==> src/rtl/mux_exerciser.sv <==
// mux_exerciser: on-chip stimulus generator and response checker for a 4:1 mux
// with two output implementations (bfg and gf). It sweeps all 64 combinations
// of {s1,s0,i3..i0} and then reports a saturating mismatch count per output,
// along with pass/done.
//
// Optional build macro MUX_EXERCISER_CAPTURE_EN adds a first-failure capture
// (fail_valid_o, fail_vec_o, fail_obs_o).
//
// Handshake: start_i and abort_i are single-cycle pulses sampled on wb_clk_i.
// start_i is accepted only in IDLE. abort_i has priority over start_i, and
// abort_i takes effect in any non-IDLE state.
module mux_exerciser #(
    parameter int SETTLE_CYCLES = 4,
    parameter int ERR_W         = 7
) (
    input  logic             wb_clk_i,
    input  logic             wb_rst_ni,
    input  logic             start_i,
    input  logic             abort_i,
    input  logic             bfg_out_i,
    input  logic             gf_out_i,
    output logic [3:0]       drv_i_o,
    output logic [1:0]       drv_s_o,
    output logic [5:0]       vec_idx_o,
    output logic             busy_o,
    output logic             done_o,
    output logic             pass_o,
    output logic [ERR_W-1:0] bfg_err_o,
    output logic [ERR_W-1:0] gf_err_o
`ifdef MUX_EXERCISER_CAPTURE_EN
    ,
    output logic             fail_valid_o,
    output logic [5:0]       fail_vec_o,
    output logic [1:0]       fail_obs_o
`endif
);

    localparam int CNT_W = (SETTLE_CYCLES > 1) ? $clog2(SETTLE_CYCLES) : 1;
    localparam logic [ERR_W-1:0] ERR_MAX = {ERR_W{1'b1}};

    typedef enum logic [2:0] {
        S_IDLE,
        S_DRIVE,
        S_SETTLE,
        S_SAMPLE,
        S_DONE
    } state_t;

    state_t           state_q;
    state_t           state_d;
    logic [CNT_W-1:0] settle_cnt_q;
    logic [1:0]       bfg_sync_q;
    logic [1:0]       gf_sync_q;
    logic             start_go;
    logic             abort_go;
    logic             exp_bit;
    logic             bfg_mis;
    logic             gf_mis;

    // Two-flop synchronizers on the returning mux outputs.
    always_ff @(posedge wb_clk_i) begin
        if (!wb_rst_ni) begin
            bfg_sync_q <= 2'b00;
            gf_sync_q  <= 2'b00;
        end else begin
            bfg_sync_q <= {bfg_sync_q[0], bfg_out_i};
            gf_sync_q  <= {gf_sync_q[0], gf_out_i};
        end
    end

    // State register.
    always_ff @(posedge wb_clk_i) begin
        if (!wb_rst_ni) begin
            state_q <= S_IDLE;
        end else begin
            state_q <= state_d;
        end
    end

    // Next-state logic and decoded strobes.
    // exp_bit selects data bit v[5:4] out of v[3:0].
    always_comb begin
        state_d  = state_q;
        start_go = 1'b0;
        abort_go = 1'b0;
        exp_bit  = vec_idx_o[vec_idx_o[5:4]];
        bfg_mis  = (bfg_sync_q[1] != exp_bit);
        gf_mis   = (gf_sync_q[1] != exp_bit);
        if (state_q == S_IDLE) begin
            if (start_i && !abort_i) begin
                start_go = 1'b1;
                state_d  = S_DRIVE;
            end
        end else if (abort_i) begin
            abort_go = 1'b1;
            state_d  = S_IDLE;
        end else begin
            case (state_q)
                S_DRIVE:  state_d = S_SETTLE;
                S_SETTLE: if (settle_cnt_q == '0) state_d = S_SAMPLE;
                S_SAMPLE: state_d = (vec_idx_o == 6'd63) ? S_DONE : S_DRIVE;
                S_DONE:   state_d = S_IDLE;
                default:  state_d = S_IDLE;
            endcase
        end
    end

    // Datapath: drive registers, settle counter, error counters and status flags.
    always_ff @(posedge wb_clk_i) begin
        if (!wb_rst_ni) begin
            drv_i_o      <= 4'd0;
            drv_s_o      <= 2'd0;
            vec_idx_o    <= 6'd0;
            busy_o       <= 1'b0;
            done_o       <= 1'b0;
            pass_o       <= 1'b0;
            bfg_err_o    <= '0;
            gf_err_o     <= '0;
            settle_cnt_q <= '0;
        end else if (start_go) begin
            bfg_err_o <= '0;
            gf_err_o  <= '0;
            done_o    <= 1'b0;
            pass_o    <= 1'b0;
            vec_idx_o <= 6'd0;
            busy_o    <= 1'b1;
        end else if (abort_go) begin
            busy_o  <= 1'b0;
            drv_i_o <= 4'd0;
            drv_s_o <= 2'd0;
        end else begin
            case (state_q)
                S_DRIVE: begin
                    drv_i_o      <= vec_idx_o[3:0];
                    drv_s_o      <= vec_idx_o[5:4];
                    settle_cnt_q <= CNT_W'(SETTLE_CYCLES - 1);
                end
                S_SETTLE: begin
                    if (settle_cnt_q != '0) settle_cnt_q <= settle_cnt_q - 1'b1;
                end
                S_SAMPLE: begin
                    if (bfg_mis && bfg_err_o != ERR_MAX) bfg_err_o <= bfg_err_o + 1'b1;
                    if (gf_mis && gf_err_o != ERR_MAX) gf_err_o <= gf_err_o + 1'b1;
                    if (vec_idx_o != 6'd63) vec_idx_o <= vec_idx_o + 1'b1;
                end
                S_DONE: begin
                    done_o  <= 1'b1;
                    pass_o  <= (bfg_err_o == '0) && (gf_err_o == '0);
                    busy_o  <= 1'b0;
                    drv_i_o <= 4'd0;
                    drv_s_o <= 2'd0;
                end
                default: ;
            endcase
        end
    end

`ifdef MUX_EXERCISER_CAPTURE_EN
    // First-failure capture; later failures never overwrite it.
    always_ff @(posedge wb_clk_i) begin
        if (!wb_rst_ni || start_go) begin
            fail_valid_o <= 1'b0;
            fail_vec_o   <= 6'd0;
            fail_obs_o   <= 2'b00;
        end else if (state_q == S_SAMPLE && !abort_i && (bfg_mis || gf_mis) && !fail_valid_o) begin
            fail_valid_o <= 1'b1;
            fail_vec_o   <= vec_idx_o;
            fail_obs_o   <= {bfg_sync_q[1], gf_sync_q[1]};
        end
    end
`endif

endmodule
==> config.mk <==
export PLATFORM = sky130hd
export DESIGN_NAME = mux_exerciser
export DESIGN_NICKNAME = d
export VERILOG_FILES = /design/src/rtl/mux_exerciser.sv
export SDC_FILE = /design/constraint.sdc
export NUM_CORES = 1
export LEC_CHECK = 0
export ABC_AREA = 1
export CORE_UTILIZATION = 56
export DETAILED_ROUTE_END_ITERATION = 8
export GPL_TIMING_DRIVEN = 0
export PLACE_DENSITY = 0.85
export SYNTH_ARGS = -nofsm -noshare
export SYNTH_HDL_FRONTEND = slang
export SYNTH_SLANG_ARGS = --single-unit
==> constraint.sdc <==
create_clock -name wb_clk_i -period 2.34 [get_ports wb_clk_i]
set_input_delay 0.234 -clock wb_clk_i [delete_from_list [all_inputs] [get_ports wb_clk_i]]
set_output_delay 0.234 -clock wb_clk_i [all_outputs]
set_load 0.005 [all_outputs]
==> results.md, run 1 <==
* Max-Cap Viols at 0
* Critical path required time at 2110 ps
* Area of the die at 3650 um^2
* Outcome: completed
* Detailed Route WL at 3910 um
* Root buffer cell: clkbuf_4
* Fin crit share at 69.7%
* Number of I/O port buffers at 33
* Dominant cell type by area after synthesis: dfxtp_1
* Cts bufs inserted at 5
* CTS Hold Bufs at 0
* R2R cell count at 7
* Post-DP HPWL at 2880 um
* Rows at 20
* Ratio of cells with drive above 1 in the final layout at 8.41%
* Syn nets at 281
* Later-pin clock latency in the skew report at 350 ps
* Post-synthesis instance area at 1910 um^2
* Htree depth at 2
* Yosys reg bits at 38
* Setup TNS at 0 ps
* Die height at 60.4 um
* Total Power at 1.31 mW
* Hold Vio Cnt, Final at 0
* Gr usage total at 23.9%
* Hold path endpoint: bfg_sync_q[0]
* RR Endpoint: gf_err_o[2]
* Placed Area at 2300 um^2
* Adder-Cell Fraction of Synth Area at 3.93%
* Starting DRC count in detailed routing at 171
* Slew HR at 73.3%
* Register area at 761 um^2
* Fin util at 75.4%
* DR vias at 1807
* Nets at 321
* Post-CTS sizing at 0
* Worst r2r src: gf_err_o[1]
* Critical path class: reg -> out
* Worst hold path depth at 3
* Via/cell ratio at 5.12
* DP Worst Slack at 592 ps
* # clock sinks at 38
* Distinct cells, synth at 26
* CTS tree: built
* RSZ-0062 raised after global routing: no
* Delay-heaviest family, CP: buffers and inverters
* Worst hold path type: in -> reg
* Synth Area in Simple Gates at 33.5%
* Core area at 3150 um^2
* Post-CTS Setup Inserts at 0
* Slowest stage delay, CP at 560 ps
* Fin crit period at 1630 ps
* Synth-to-Final Area Change at 24.4%
* Largest family of logic cells by synthesized area: simple AND/OR/NAND/NOR gates
* Arr. time, crit path at 1400 ps
* Routed Antenna Nets at 0
* CTS clk-pin slew, worst paths at 100 ps
* VDD IR max at 0.000501 V
* Vias in the first global route at 1512
* Initial antenna violation count at 0
* Final setup fails at 0
* Synthesis Warnings at 0
* Post-synthesis compound-gate area fraction at 9.23%
* Initial cell density of the core at 60.6%
* First-pass GRT wire length at 6480 um
* LEAKAGE at 0.924 nW
* Buf+Inv Stages, Crit Path at 1
* Dpl cells at 346
* Synth top area share at 39.8%
* Instance count of the mapped netlist at 269
* Pin count of the biggest net entering global routing at 12
* Slew Limit Fails at 0
* Register area share after synthesis at 39.8%
* Multi-input logic area at 962 um^2
* Mux contribution to synthesized area at 0%
* Fin area at 2380 um^2
* Critical-path cell list: clkdlybuf4s50_1
* Hold WS at 161 ps
* Max Clk Rate at 613 MHz
* Die width at 60.4 um
* Max stage delay cell, worst path: clkdlybuf4s50_1
* Count of non-filler cells in the finished layout at 353
* Top post-synthesis cells by area: dfxtp_1, nand2_1, nand3_1
* P per Cell Area at 549 nW/um^2
* Syn avg cell area at 7.10 um^2
* 1st-pass router iterations at 5
* GRT overflow at 0
* DR DRC count at 0
* Post-route setup slack at 709 ps
* Hold Path Origin: wb_rst_ni
* Worst-case clock buffer depth at 2
* # fillers at 267
* Crit start category: flop
* # IOs at 35
* Worst R2R Setup Slack at 840 ps
* XOR/XNOR Fraction of Synth Area at 3.67%
* Routed len/inst at 11.1 um
* CP endpoint kind: primary output
* Worst Path Max Fanout at 6
* Clock skew at 2.97 ps
* Slew @ Worst Pin at 399 ps
* Antenna Cells at 0
* GPL Wtd Cong at 0.845
==> area by class of cell <==
| class | instances | area share [%] |
|---|---|---|
| clock inverter | 1 | 1.26 |
| clock buffer | 6 | 2.16 |
| buffer | 5 | 1.42 |
| timing repair buffer | 33 | 13.9 |
| multi-input combinational | 185 | 40.5 |
| tap | 44 | 2.32 |
| sequential | 38 | 32.0 |
| inverter | 41 | 6.47 |
==> kinds of logic (layout without fill, tap and decap cells) <==
| group | after synthesis | after routing |
|---|---|---|
| adder cells (fa/ha/maj) | 6 | 6 |
| AND/OR/NAND/NOR | 139 | 139 |
| AO/OA/AOI/OAI | 32 | 32 |
| flip-flops | 38 | 38 |
| buffers and inverters | 46 | 86 |
| XOR/XNOR | 8 | 8 |
==> cells in the final DEF, fill, tap and decap left out, drive strengths merged <==
cell type | synthesis | layout
xor2 | 5 | 5
inv | 41 | 41
dfxtp | 38 | 38
nand2 | 59 | 59
o21ai | 7 | 7
nor3 | 7 | 7
bufinv | 0 | 1
nor2 | 31 | 31
clkdlybuf4s50 | 0 | 33
nand3b | 1 | 1
clkbuf | 0 | 6
nor4 | 2 | 2
xnor2 | 3 | 3
buf | 5 | 5
and3 | 1 | 1
a21oi | 23 | 23
o21a | 1 | 1
nand3 | 31 | 31
ha | 6 | 6
a211oi | 1 | 1
nand4 | 7 | 7
==> sequential cells by signal, indices dropped and copies added, names as in the netlist <==
name	flops
state_q	3
busy_o	1
done_o	1
drv_i_o	4
drv_s_o	2
gf_err_o	7
pass_o	1
vec_idx_o	6
gf_sync_q	2
bfg_err_o	7
settle_cnt_q	2
bfg_sync_q	2
==> worst min-delay path: cells and delay by family <==
family,cells,cell delay (ps)
buf+inv,2,180
simple gates,1,60
==> worst max path at each step <==
stage	start	end	slack (ps)	cells after the start
floorplan	gf_err_o[0]	gf_err_o[2]	1030	7
global placement	abort_i	gf_err_o[0]	600	8
detailed placement	abort_i	vec_idx_o[0]	590	8
CTS	vec_idx_o[5]	vec_idx_o[5]	730	1
global route	gf_err_o[0]	gf_err_o[3]	670	7
finish	vec_idx_o[5]	vec_idx_o[5]	710	1
==> report_power, final <==
group	leakage [nW]	internal [mW]	switching [mW]	total, mW
registers	0.308	0.665	0.0104	0.675
clock network	0.0443	0.249	0.208	0.457
logic	0.572	0.0567	0.118	0.174
total	0.924	0.970	0.336	1.31
==> per-layer routing <==
| metal | vias to the layer above | GRT usage, % | part of all wire (%) |
|---|---|---|---|
| met3 | 7 | 5.33 | 6.4 |
| li1 | 946 | - | - |
| met1 | 802 | 31.9 | 47 |
| met4 | 0 | 10.1 | 1.2 |
| met2 | 52 | 37.4 | 46 |
| met5 | - | 0 | 0 |
==> synthesized netlist by cell type <==
cell	n
o21ai_0	6
nor2_1	28
dfxtp_1	38
nand3_1	31
buf_6	1
nor3_2	2
buf_4	1
and3_1	1
nand3b_1	1
o21a_1	1
nor3_1	5
a211oi_1	1
nand2_1	55
inv_2	4
xor2_1	5
a21oi_1	22
xnor2_1	3
ha_1	6
nand2_2	4
buf_2	3
a21oi_4	1
nor4_1	2
o21ai_1	1
inv_1	37
nand4_1	7
nor2_4	3
Power figures use the tool's default switching activity.
==> inputs of run 2 (changes only) <==
--- a/config.mk
+++ b/config.mk
@@ -6,10 +6,10 @@
 export NUM_CORES = 1
 export LEC_CHECK = 0
 export ABC_AREA = 1
-export CORE_UTILIZATION = 56
+export CORE_UTILIZATION = 47
 export DETAILED_ROUTE_END_ITERATION = 8
 export GPL_TIMING_DRIVEN = 0
-export PLACE_DENSITY = 0.85
+export PLACE_DENSITY = 0.76
 export SYNTH_ARGS = -nofsm -noshare
 export SYNTH_HDL_FRONTEND = slang
 export SYNTH_SLANG_ARGS = --single-unit
==> constraint.sdc (replaced) <==
create_clock -name wb_clk_i -period 1.4 [get_ports wb_clk_i]
set_input_delay 0.14 -clock wb_clk_i [delete_from_list [all_inputs] [get_ports wb_clk_i]]
set_output_delay 0.14 -clock wb_clk_i [all_outputs]
set_load 0.005 [all_outputs]
==> run 2 against run 1 <==
Flip-flop and latch count did not move. Die area rose by 18%. Utilization fell by 7.9 points. First-iteration DRC count fell by 28%. Clock power rose by 100%. Register-to-register slack got worse by 800 ps. Design area rose by 7.0%. Routed wire length rose by 8.6%.
==> results.md, run 2 (same netlist as run 1, synthesis figures left out) <==
* Later-pin clock latency in the skew report at 290 ps
* Crit start category: flop
* CTS clk-pin slew, worst paths at 80 ps
* Nets at 326
* Gr usage total at 20.1%
* Area of the die at 4320 um^2
* Worst hold path type: in -> reg
* Detailed Route WL at 4250 um
* Slew HR at 68.3%
* P per Cell Area at 933 nW/um^2
* Max-Cap Viols at 0
* Slew @ Worst Pin at 471 ps
* DR vias at 1821
* Commonest non-fill, non-tap cell in the layout: nand2_1
* Initial cell density of the core at 50.7%
* Max Clk Rate at 736 MHz
* Rows at 22
* Critical Path Source: vec_idx_o[1]
* Cts bufs inserted at 5
* Die height at 65.8 um
* Ratio of cells with drive above 1 in the final layout at 21.3%
* Routed Antenna Nets at 0
* Fin crit share at 97.1%
* Leading cell types in the layout, fill and taps excluded: nand2_1, inv_1, clkdlybuf4s50_1
* Clock skew at 7.75 ps
* Slowest stage delay, CP at 380 ps
* Buf+Inv Stages, Crit Path at 1
* VDD IR max at 0.000940 V
* Placed Area at 2300 um^2
* Fin area at 2540 um^2
* Routed len/inst at 11.7 um
* Critical path required time at 1620 ps
* Worst r2r src: vec_idx_o[1]
* DR DRC count at 0
* Fin crit period at 1360 ps
* Vias in the first global route at 1549
* Synth-to-Final Area Change at 33.1%
* Starting DRC count in detailed routing at 123
* # clock sinks at 38
* Root buffer cell: clkbuf_8
* Initial antenna violation count at 0
* Core area at 3770 um^2
* Hold Vio Cnt, Final at 0
* Pin count of the biggest net entering global routing at 13
* 1st-pass router iterations at 4
* Worst Path Max Fanout at 6
* Worst-case clock buffer depth at 2
* Max stage delay cell, worst path: dfxtp_2
* Htree depth at 2
* Critical-path cell list: ha_1 -> nand3_2 -> nor3_4 -> nor2_4 -> inv_2 -> o21ai_0 -> a21oi_1
* Number of I/O port buffers at 33
* Delay-heaviest family, CP: simple AND/OR/NAND/NOR gates
* Via/cell ratio at 5.02
* Worst R2R Setup Slack at 40 ps
* CTS tree: built
* Critical path class: reg -> reg
* # IOs at 35
* Arr. time, crit path at 1580 ps
* Setup TNS at 0 ps
* CP endpoint kind: flop
* LEAKAGE at 1.01 nW
* Final setup fails at 0
* Antenna Cells at 0
* First-pass GRT wire length at 6730 um
* GPL Wtd Cong at 0.874
* Die width at 65.8 um
* GRT overflow at 0
* Largest registers: bfg_err_o (7), gf_err_o (7), vec_idx_o (6)
* RSZ-0062 raised after global routing: yes
* Hold Path Origin: wb_rst_ni
* Slew Limit Fails at 0
* Outcome: completed
* Post-DP HPWL at 2960 um
## run 2: final cells by class
| type | instances | area, um^2 |
|---|---|---|
| inverter | 41 | 154 |
| sequential | 38 | 791 |
| fill | 317 | 1230 |
| tap | 48 | 60.1 |
| multi-input combinational | 185 | 1020 |
| clock inverter | 3 | 40.0 |
| buffer | 5 | 36.3 |
| timing repair buffer | 38 | 369 |
| clock buffer | 5 | 68.8 |
## run 2: worst reg2reg max path, cell delays in order (launching register included)
cell and delay [ps]:
dfxtp_2 380, ha_1 200, nand3_2 120, nor3_4 200, nor2_4 90, inv_2 110, o21ai_0 80, a21oi_1 120
## run 2: metrics by stage
stage | instances | setup slack (ps) | total power, mW | utilization, % | hold slack (ps)
final | 363 | 40.6 | 2.37 | 67.5 | 133
after floorplan | 269 | 91.0 | 1.37 | - | 217
after global placement | 350 | -308 | 1.44 | 61.0 | 397
after detailed placement | 350 | -322 | 1.44 | 61.0 | 401
after global routing | 363 | -78.3 | 2.48 | 67.5 | 145
after CTS | 360 | 6.29 | 2.35 | 65.3 | 131
## run 2: worst paths after layout
check | to | cells past startpoint
max | vec_idx_o[0] | 7
min | gf_sync_q[0] | 3
max reg2reg | vec_idx_o[0] | 7
min reg2reg | bfg_sync_q[1] | 2
## run 2: repair_timing
item | 4_1_cts | 5_1_grt
gates resized for setup | 20 | 23
setup buffers | 2 | 1
pin swaps | 2 | 4
hold buffers | 0 | 0
cloned | 0 | 2
setup endpoints to repair | 32 | 35
## run 2: power breakdown
group	total, mW	switching [mW]	internal [mW]
registers	1.13	0.0180	1.11
clock network	0.918	0.393	0.525
logic	0.331	0.218	0.112
total	2.37	0.630	1.74
## run 2: layer usage
| layer | track usage [%] | vias to the layer above | part of all wire, % |
|---|---|---|---|
| met4 | 8.70 | 0 | 1.3 |
| met3 | 5.21 | 7 | 3.6 |
| li1 | - | 956 | - |
| met1 | 24.8 | 819 | 49 |
| met5 | 0 | - | 0 |
| met2 | 32.7 | 39 | 46 |
==> inputs of run 3 (changes only) <==
--- a/config.mk
+++ b/config.mk
@@ -7,6 +7,7 @@
 export LEC_CHECK = 0
 export ABC_AREA = 1
 export CORE_UTILIZATION = 47
+export CTS_CLUSTER_DIAMETER = 200
 export DETAILED_ROUTE_END_ITERATION = 8
 export GPL_TIMING_DRIVEN = 0
 export PLACE_DENSITY = 0.76
==> results of run 3 <==
The final DEF is identical to that of run 2; final timing and power are the same.
